[config.mk]
export PLATFORM = sky130hd
export DESIGN_NAME = led_fader
export DESIGN_NICKNAME = d
export VERILOG_FILES = /design/src/rtl/led_fader_pkg.sv /design/src/rtl/led_pwm.sv /design/src/rtl/led_fader.sv
export SDC_FILE = /design/constraint.sdc
export NUM_CORES = 1
export LEC_CHECK = 0
export CORE_UTILIZATION = 45
export CTS_BUF_LIST = sky130_fd_sc_hd__clkbuf_8
export DETAILED_ROUTE_END_ITERATION = 10
export PLACE_DENSITY_LB_ADDON = 0.05
export SLEW_MARGIN = 10
export SYNTH_ARGS = -nofsm -noshare
export SYNTH_HDL_FRONTEND = slang
export SYNTH_SLANG_ARGS = --single-unit
[constraint.sdc]
create_clock -name clk -period 2.4 [get_ports clk]
set_input_delay 0.24 -clock clk [delete_from_list [all_inputs] [get_ports clk]]
set_output_delay 0.24 -clock clk [all_outputs]
set_load 0.005 [all_outputs]
[src/rtl/led_fader_pkg.sv]
// Shared types and default sizing for the LED fader.
// Fade state encoding plus the default PWM width and duty-step divider.
package led_fader_pkg;

    typedef enum logic [1:0] {
        ST_OFF  = 2'd0,
        ST_UP   = 2'd1,
        ST_ON   = 2'd2,
        ST_DOWN = 2'd3
    } fade_state_e;

    // 8-bit PWM with a ~1 s full ramp at 50 MHz
    localparam int DEF_PWM_BITS = 8;
    localparam int DEF_STEP_DIV = 195312;

endpackage : led_fader_pkg

[src/rtl/led_pwm.sv]
// PWM output stage: free-running counter compared against the effective duty.
// 1-cycle duty-to-led latency; LED_FADER_GAMMA_EN selects a squared duty curve.
module led_pwm
    import led_fader_pkg::*;
#(
    parameter int PWM_BITS = DEF_PWM_BITS
) (
    input  logic                clk,
    input  logic                rst,
    input  logic [PWM_BITS-1:0] duty,
    output logic                led
);

    localparam logic [PWM_BITS-1:0] DUTY_MAX = '1;

    logic [PWM_BITS-1:0] pwm_cnt_q;
    logic [PWM_BITS-1:0] pwm_cnt_d;
    logic [PWM_BITS-1:0] duty_eff;
    logic                led_q;
    logic                led_d;

`ifdef LED_FADER_GAMMA_EN
    localparam int SQ_BITS = 2 * PWM_BITS;

    logic [SQ_BITS-1:0] duty_wide;

    assign duty_wide = SQ_BITS'(duty);
    // Full scale is pinned so the LED still reaches solid on at the top of the ramp
    assign duty_eff  = (duty == DUTY_MAX) ? DUTY_MAX
                                          : PWM_BITS'((duty_wide * duty_wide) >> PWM_BITS);
`else
    assign duty_eff = duty;
`endif

    always_comb begin
        pwm_cnt_d = pwm_cnt_q + PWM_BITS'(1);
        led_d     = (duty_eff == DUTY_MAX) || (pwm_cnt_q < duty_eff);
    end

    always_ff @(posedge clk) begin
        if (rst) begin
            pwm_cnt_q <= '0;
            led_q     <= 1'b0;
        end else begin
            pwm_cnt_q <= pwm_cnt_d;
            led_q     <= led_d;
        end
    end

    assign led = led_q;

endmodule : led_pwm

[src/rtl/led_fader.sv]
// Soft-fade LED driver: linear duty ramp toward the registered level, then PWM.
// level_in to state change 2 cycles, duty to led 1 cycle; optional LED_FADER_GAMMA_EN.
module led_fader
    import led_fader_pkg::*;
#(
    parameter int PWM_BITS = DEF_PWM_BITS,
    parameter int STEP_DIV = DEF_STEP_DIV
) (
    input  logic                clk,
    input  logic                rst,
    input  logic                level_in,
    output logic                led,
    output logic [PWM_BITS-1:0] duty,
    output logic                busy
);

    localparam int                  CNT_BITS  = (STEP_DIV > 1) ? $clog2(STEP_DIV) : 1;
    localparam logic [CNT_BITS-1:0] STEP_LAST = CNT_BITS'(STEP_DIV - 1);
    localparam logic [PWM_BITS-1:0] DUTY_MAX  = '1;
    localparam logic [PWM_BITS-1:0] DUTY_TOP  = DUTY_MAX - PWM_BITS'(1);
    localparam logic [PWM_BITS-1:0] DUTY_ONE  = PWM_BITS'(1);

    logic                level_q;
    fade_state_e         state_q;
    fade_state_e         state_d;
    logic [CNT_BITS-1:0] step_cnt_q;
    logic [CNT_BITS-1:0] step_cnt_d;
    logic [PWM_BITS-1:0] duty_q;
    logic [PWM_BITS-1:0] duty_d;
    logic                tick;

    assign tick = (step_cnt_q == STEP_LAST);

    // A tick on a reversal cycle still moves duty in the old direction;
    // reaching an end point takes priority over the reversal.
    always_comb begin
        state_d    = state_q;
        step_cnt_d = step_cnt_q;
        duty_d     = duty_q;
        unique case (state_q)
            ST_OFF: begin
                step_cnt_d = '0;
                if (level_q) begin
                    state_d = ST_UP;
                end
            end
            ST_ON: begin
                step_cnt_d = '0;
                if (!level_q) begin
                    state_d = ST_DOWN;
                end
            end
            ST_UP: begin
                step_cnt_d = tick ? '0 : step_cnt_q + CNT_BITS'(1);
                if (!level_q) begin
                    state_d = ST_DOWN;
                end
                if (tick) begin
                    if (duty_q >= DUTY_TOP) begin
                        duty_d  = DUTY_MAX;
                        state_d = ST_ON;
                    end else begin
                        duty_d = duty_q + PWM_BITS'(1);
                    end
                end
            end
            ST_DOWN: begin
                step_cnt_d = tick ? '0 : step_cnt_q + CNT_BITS'(1);
                if (level_q) begin
                    state_d = ST_UP;
                end
                if (tick) begin
                    if (duty_q <= DUTY_ONE) begin
                        duty_d  = '0;
                        state_d = ST_OFF;
                    end else begin
                        duty_d = duty_q - PWM_BITS'(1);
                    end
                end
            end
            default: begin
                state_d    = ST_OFF;
                step_cnt_d = '0;
                duty_d     = '0;
            end
        endcase
    end

    always_ff @(posedge clk) begin
        if (rst) begin
            level_q    <= 1'b0;
            state_q    <= ST_OFF;
            step_cnt_q <= '0;
            duty_q     <= '0;
        end else begin
            level_q    <= level_in;
            state_q    <= state_d;
            step_cnt_q <= step_cnt_d;
            duty_q     <= duty_d;
        end
    end

    assign duty = duty_q;
    assign busy = (state_q == ST_UP) || (state_q == ST_DOWN);

    led_pwm #(
        .PWM_BITS (PWM_BITS)
    ) u_pwm (
        .clk  (clk),
        .rst  (rst),
        .duty (duty_q),
        .led  (led)
    );

endmodule : led_fader

==> reports/results.tsv, run 1 <==
metric	value	unit
overflow	0	
cpPeakStageDelay	580	ps
power.leakage	0.0008436	uW
yosys_warnings	0	
portBuffers	12	
layout_common_cells	dfxtp_1, nor2_1, xor2_1	
worstPathCellList	or4_4 -> nor4_2 -> o31ai_1 -> a2111oi_1 -> a211oi_1	
initial_core_util	47.73	%
setup.worst_path.start_class	flop	
clockBufferDepth	2	
pwr-share-clk	41.8	%
regToRegSetupSlack	370	ps
setup_violations	0	
final_hold_viol_count	0	
grt_use_total	19.52	%
drt_iter0_markers	137	
fill_cells	430	
wl	4501	um
end_kind	flop	
period_needed	2035	ps
numCtsBuffers	5	
holdBufCountCts	0	
h-tree-depth	2	
antenna_found_initial	0	
final.setup.tns	0	ps
post-route-util	54.85	%
timing.fmax	491.4	MHz
layout_commonest_cell	dfxtp_1	
rsz0062_at_grt	no	
irDropWorstVdd	0.3922	mV
p_sw_share	21.85	%
cts_resized	0	
grt_pass1_vias	1663	
combinationalPowerShare	5.7	%
cts.reportedPaths.clkPinSlew	70	ps
die_h	70.43	um
crit_fanout	8	
final_net_count	280	
placed_cell_area	2315	um^2
intPower	978.6	uW
power_density	517.2	nW/um^2
die_x	70.43	um
seq_area_frac_synth	36.10	%
worstMarginPinSlew	582.7	ps
maxSlewViolCount	0	
area_growth	14.90	%
rows	24	
syn_area	2107	um^2
via_count	1814	
wl_per_cell	14.20	um
cts_sinks	38	
layout_worst_path_cycle_share	84.79	%
post_cts_buffers	0	
cp_data_required_time	2560	ps
max_slew_margin	60.79	%
die_area	4960	um^2
diodes	0	
fin_hold_ws	462.6	ps
critical_path_class	reg -> reg	
syn_nets	262	
cpMaxStageDelayCell	or4_4	
grt_max_degree	19	
cts_tree	yes	
drive_gt1_share	9.434	%
coreArea	4414	um^2
synth_cell_types	51	
grt_pass1_wl	7714	um
finClkSkew	1.674	ps
worst-endpoint-arrival	2190	ps
clk_latency	280	ps
syn_inst	246	
drc	0	
hpwl	3240	um
final_antenna_net_count	0	
p_seq_share	52.5	%
drt_pass1_iterations	4	
drv_cap	0	
place_congestion	0.8237	
fin_area	2421	um^2
vias_per_cell	5.722	
clockRootBuffer	clkbuf_8	
num_io_pins	13	
status	finished clean	
hp-class	reg -> reg	
syn_area_per_cell	8.565	um^2
p_sw	273.6	uW
ys_ff_latch	38	
[registers in the layout, summed over array words and instances, names as in the netlist]
name and count:
u_pwm.led 1, state_q 2, u_pwm.pwm_cnt_q 8, level_q 1, step_cnt_q 18, duty 8
[routing by layer]
metal  GRT usage [%]  wire [um]  up-vias
met2           28.78       1919       33
met3           5.051        179        6
met4           8.000         64        0
met5               0          0        -
met1           26.83       2338      846
li1                -          -      929
[worst max-delay path: cells and delay by family, from the launching register on]
| family | cells | cell delay, ps |
|---|---|---|
| AO/OA/AOI/OAI | 3 | 620 |
| flip-flops | 1 | 390 |
| AND/OR/NAND/NOR | 2 | 900 |
[logic make-up after synthesis]
logic type / synth area share, %
AND/OR/NAND/NOR: 26.37
AO/OA/AOI/OAI: 16.33
flip-flops: 36.10
XOR/XNOR: 9.560
buffers and inverters: 3.919
adder cells (fa/ha/maj): 7.720
[final timing paths]
path,from,endpoint,cells after the start
setup reg to reg,duty[4],duty[3],5
setup / recovery,duty[4],duty[3],5
hold / removal,u_pwm.pwm_cnt_q[0],u_pwm.pwm_cnt_q[0],1
hold reg to reg,u_pwm.pwm_cnt_q[0],u_pwm.pwm_cnt_q[0],1
[power groups by stage]
stage               logic (uW)  registers, uW  clock network (uW)
global placement          72.6            671                   0
CTS                       72.9            657                 538
detailed placement        72.6            672                   0
finish                    71.8            657                 523
floorplan                 56.2            664                   0
global route              83.3            660                 568
[Yosys cell counts, drive strengths merged]
master   number  share of area (%)
o311ai        1               0.42
nand4         8                2.4
nor2b         2               0.59
o21ai         9                2.1
and4          3                1.2
dfxtp        38                 36
nand3b        1               0.53
nor3b         1               0.59
and2          1               0.30
o41ai         1               0.42
o22a          1               0.42
inv          10                1.8
a21oi         8                1.9
o22ai         1               0.30
or4           2               0.89
nor2         37                6.7
a31o          2               0.83
nand2        15                2.7
xor2         17                7.1
and3          3               0.89
o21a          1               0.36
xnor2         6                2.5
a31oi         2               0.59
nand4bb       1               0.53
o31ai         2               0.71
nor3          6                1.4
nand3        16                4.4
a211o         1               0.42
o21bai        1               0.36
a211oi        6                2.1
a2111oi       3                1.6
a311oi        1               0.42
nand2b        1               0.30
or4bb         1               0.53
o311a         2               0.95
nor4          6                2.4
o211ai        1               0.36
o41a          1               0.53
buf           4                1.1
a41oi         1               0.42
clkbuf        6                1.1
a21o          3                1.1
ha           13                7.7
[area by class of cell]
type | instances | area, um^2 | area share [%]
multi-input combinational | 188 | 1264 | 52.20
sequential | 38 | 760.7 | 31.42
timing repair buffer | 21 | 187.7 | 7.752
clock buffer | 5 | 68.82 | 2.842
tap | 52 | 65.06 | 2.687
clock inverter | 3 | 37.54 | 1.550
inverter | 10 | 37.54 | 1.550
[through the flow]
stage	setup WS, ps	std cells	total power [uW]
global placement	386.7	309	743.8
detailed placement	398.3	309	744.2
CTS	360.4	317	1268
global route	199.3	317	1311
finish	365.2	317	1252
floorplan	518.0	246	720.6
Note: power is estimated with default switching activity, not from simulation.
==> run 2: changes to the inputs <==
- clock period: 2.4 -> 2 ns (I/O delays scaled with it)
==> reports/results.tsv, run 2 (synthesized netlist as in run 1, its figures left out) <==
metric	value	unit
cp_top_family	simple AND/OR/NAND/NOR gates	
worstPathCellList	or4_4 -> nor4_2 -> o31ai_1 -> a2111oi_1 -> a211oi_1	
layout_worst_path_cycle_share	93.95	%
cp_num_buf_inv	0	
post_cts_buffers	0	
final_net_count	293	
critical_path_class	reg -> reg	
numCtsBuffers	5	
end_kind	flop	
final_antenna_net_count	0	
hpwl	3440	um
clockRootBuffer	clkbuf_8	
diodes	0	
h-tree-depth	2	
finClkSkew	6.669	ps
overflow	0	
area_growth	19.89	%
irDropWorstVdd	0.3844	mV
die_x	70.43	um
worst-endpoint-arrival	2050	ps
cp_data_required_time	2170	ps
die_h	70.43	um
drive_gt1_share	14.39	%
combinationalPowerShare	7.4	%
intPower	1102	uW
grt_use_total	20.95	%
power_density	574.9	nW/um^2
cts_tree	yes	
via_count	1847	
holdBufCountCts	0	
vias_per_cell	5.597	
cts.reportedPaths.clkPinSlew	80	ps
setup.worst_path.start_class	flop	
cpPeakStageDelay	550	ps
grt_max_degree	19	
num_io_pins	13	
wl	4624	um
drt_pass1_iterations	5	
grt_pass1_wl	8211	um
rows	24	
die_area	4960	um^2
portBuffers	12	
timing.fmax	532.2	MHz
place_congestion	0.9284	
rsz0062_at_grt	yes	
period_needed	1879	ps
pwr-share-clk	38.7	%
max_slew_margin	60.77	%
hp-class	in -> reg	
drv_cap	0	
antenna_found_initial	0	
p_sw_share	24.16	%
place_ws	146.9	ps
crit_fanout	3	
p_sw	350.8	uW
largest_register	step_cnt_q	
cts_sinks	38	
initial_core_util	47.73	%
largest_reg_flops	18	
cpMaxStageDelayCell	or4_4	
timing.final.ws_setup	121.0	ps
worstMarginPinSlew	583.0	ps
clockBufferDepth	2	
setup_violations	0	
maxSlewViolCount	0	
coreArea	4414	um^2
grt_pass1_vias	1726	
clk_latency	290	ps
p_seq_share	54.0	%
layout_common_cells	dfxtp_1, nor2_1, buf_4	
drt_iter0_markers	210	
drc	0	
cts_resized	0	
power.leakage	0.0009185	uW
layout_commonest_cell	dfxtp_1	
wl_per_cell	14.01	um
fin_hold_ws	464.1	ps
status	finished clean	
final_hold_viol_count	0	
-- run 2: metal layers --
metal | wire (um) | up-vias | track usage (%)
met4 | 52 | 0 | 8.000
met2 | 1992 | 58 | 31.01
met1 | 2336 | 829 | 29.82
li1 | - | 954 | -
met5 | 0 | - | 0
met3 | 243 | 6 | 4.040
-- run 2: final timing paths --
check / end / slack [ps] / from / cells past startpoint
setup / recovery: duty[3] / 120 / duty[4] / 5
hold / removal: level_q / 460 / level_in / 2
setup reg to reg: duty[3] / 120 / duty[4] / 5
hold reg to reg: u_pwm.pwm_cnt_q[0] / 470 / u_pwm.pwm_cnt_q[0] / 1
-- run 2: worst register-to-register path: cells and delay by family, from the launching register on --
family / cells / cell delay [ps]
AO/OA/AOI/OAI: 3 / 630
flip-flops: 1 / 330
AND/OR/NAND/NOR: 2 / 810
-- run 2: area by class of cell --
cell class	count	area (um^2)
inverter	10	37.54
sequential	38	760.7
clock inverter	2	12.51
timing repair buffer	34	297.8
fill	398	1888
multi-input combinational	188	1270
tap	52	65.06
clock buffer	6	82.58
-- run 2: power groups by stage --
| stage | combinational (uW) | clock (uW) | sequential (uW) |
|---|---|---|---|
| global placement | 108 | 0 | 801 |
| CTS | 108 | 577 | 784 |
| detailed placement | 108 | 0 | 802 |
| global route | 121 | 612 | 786 |
| floorplan | 67.4 | 0 | 797 |
| finish | 107 | 561 | 784 |
-- run 2: stage by stage --
stage          util [%]  cells  cell area, um^2  power, uW  setup TNS [ps]
3_5_place_dp      54.93    322             2425      909.6               0
5_1_grt           57.23    330             2526       1519          -7.244
6_report          57.23    330             2526       1452               0
3_3_place_gp      54.93    322             2425      908.8               0
2_1_floorplan         -    246             2107      864.7               0
4_1_cts           57.09    330             2520       1469               0
==> run 3: changes to the inputs <==
- GPL_ROUTABILITY_DRIVEN: unset -> 1
==> results of run 3 <==
No change in the layout: final DEF, timing and power equal those of run 2.
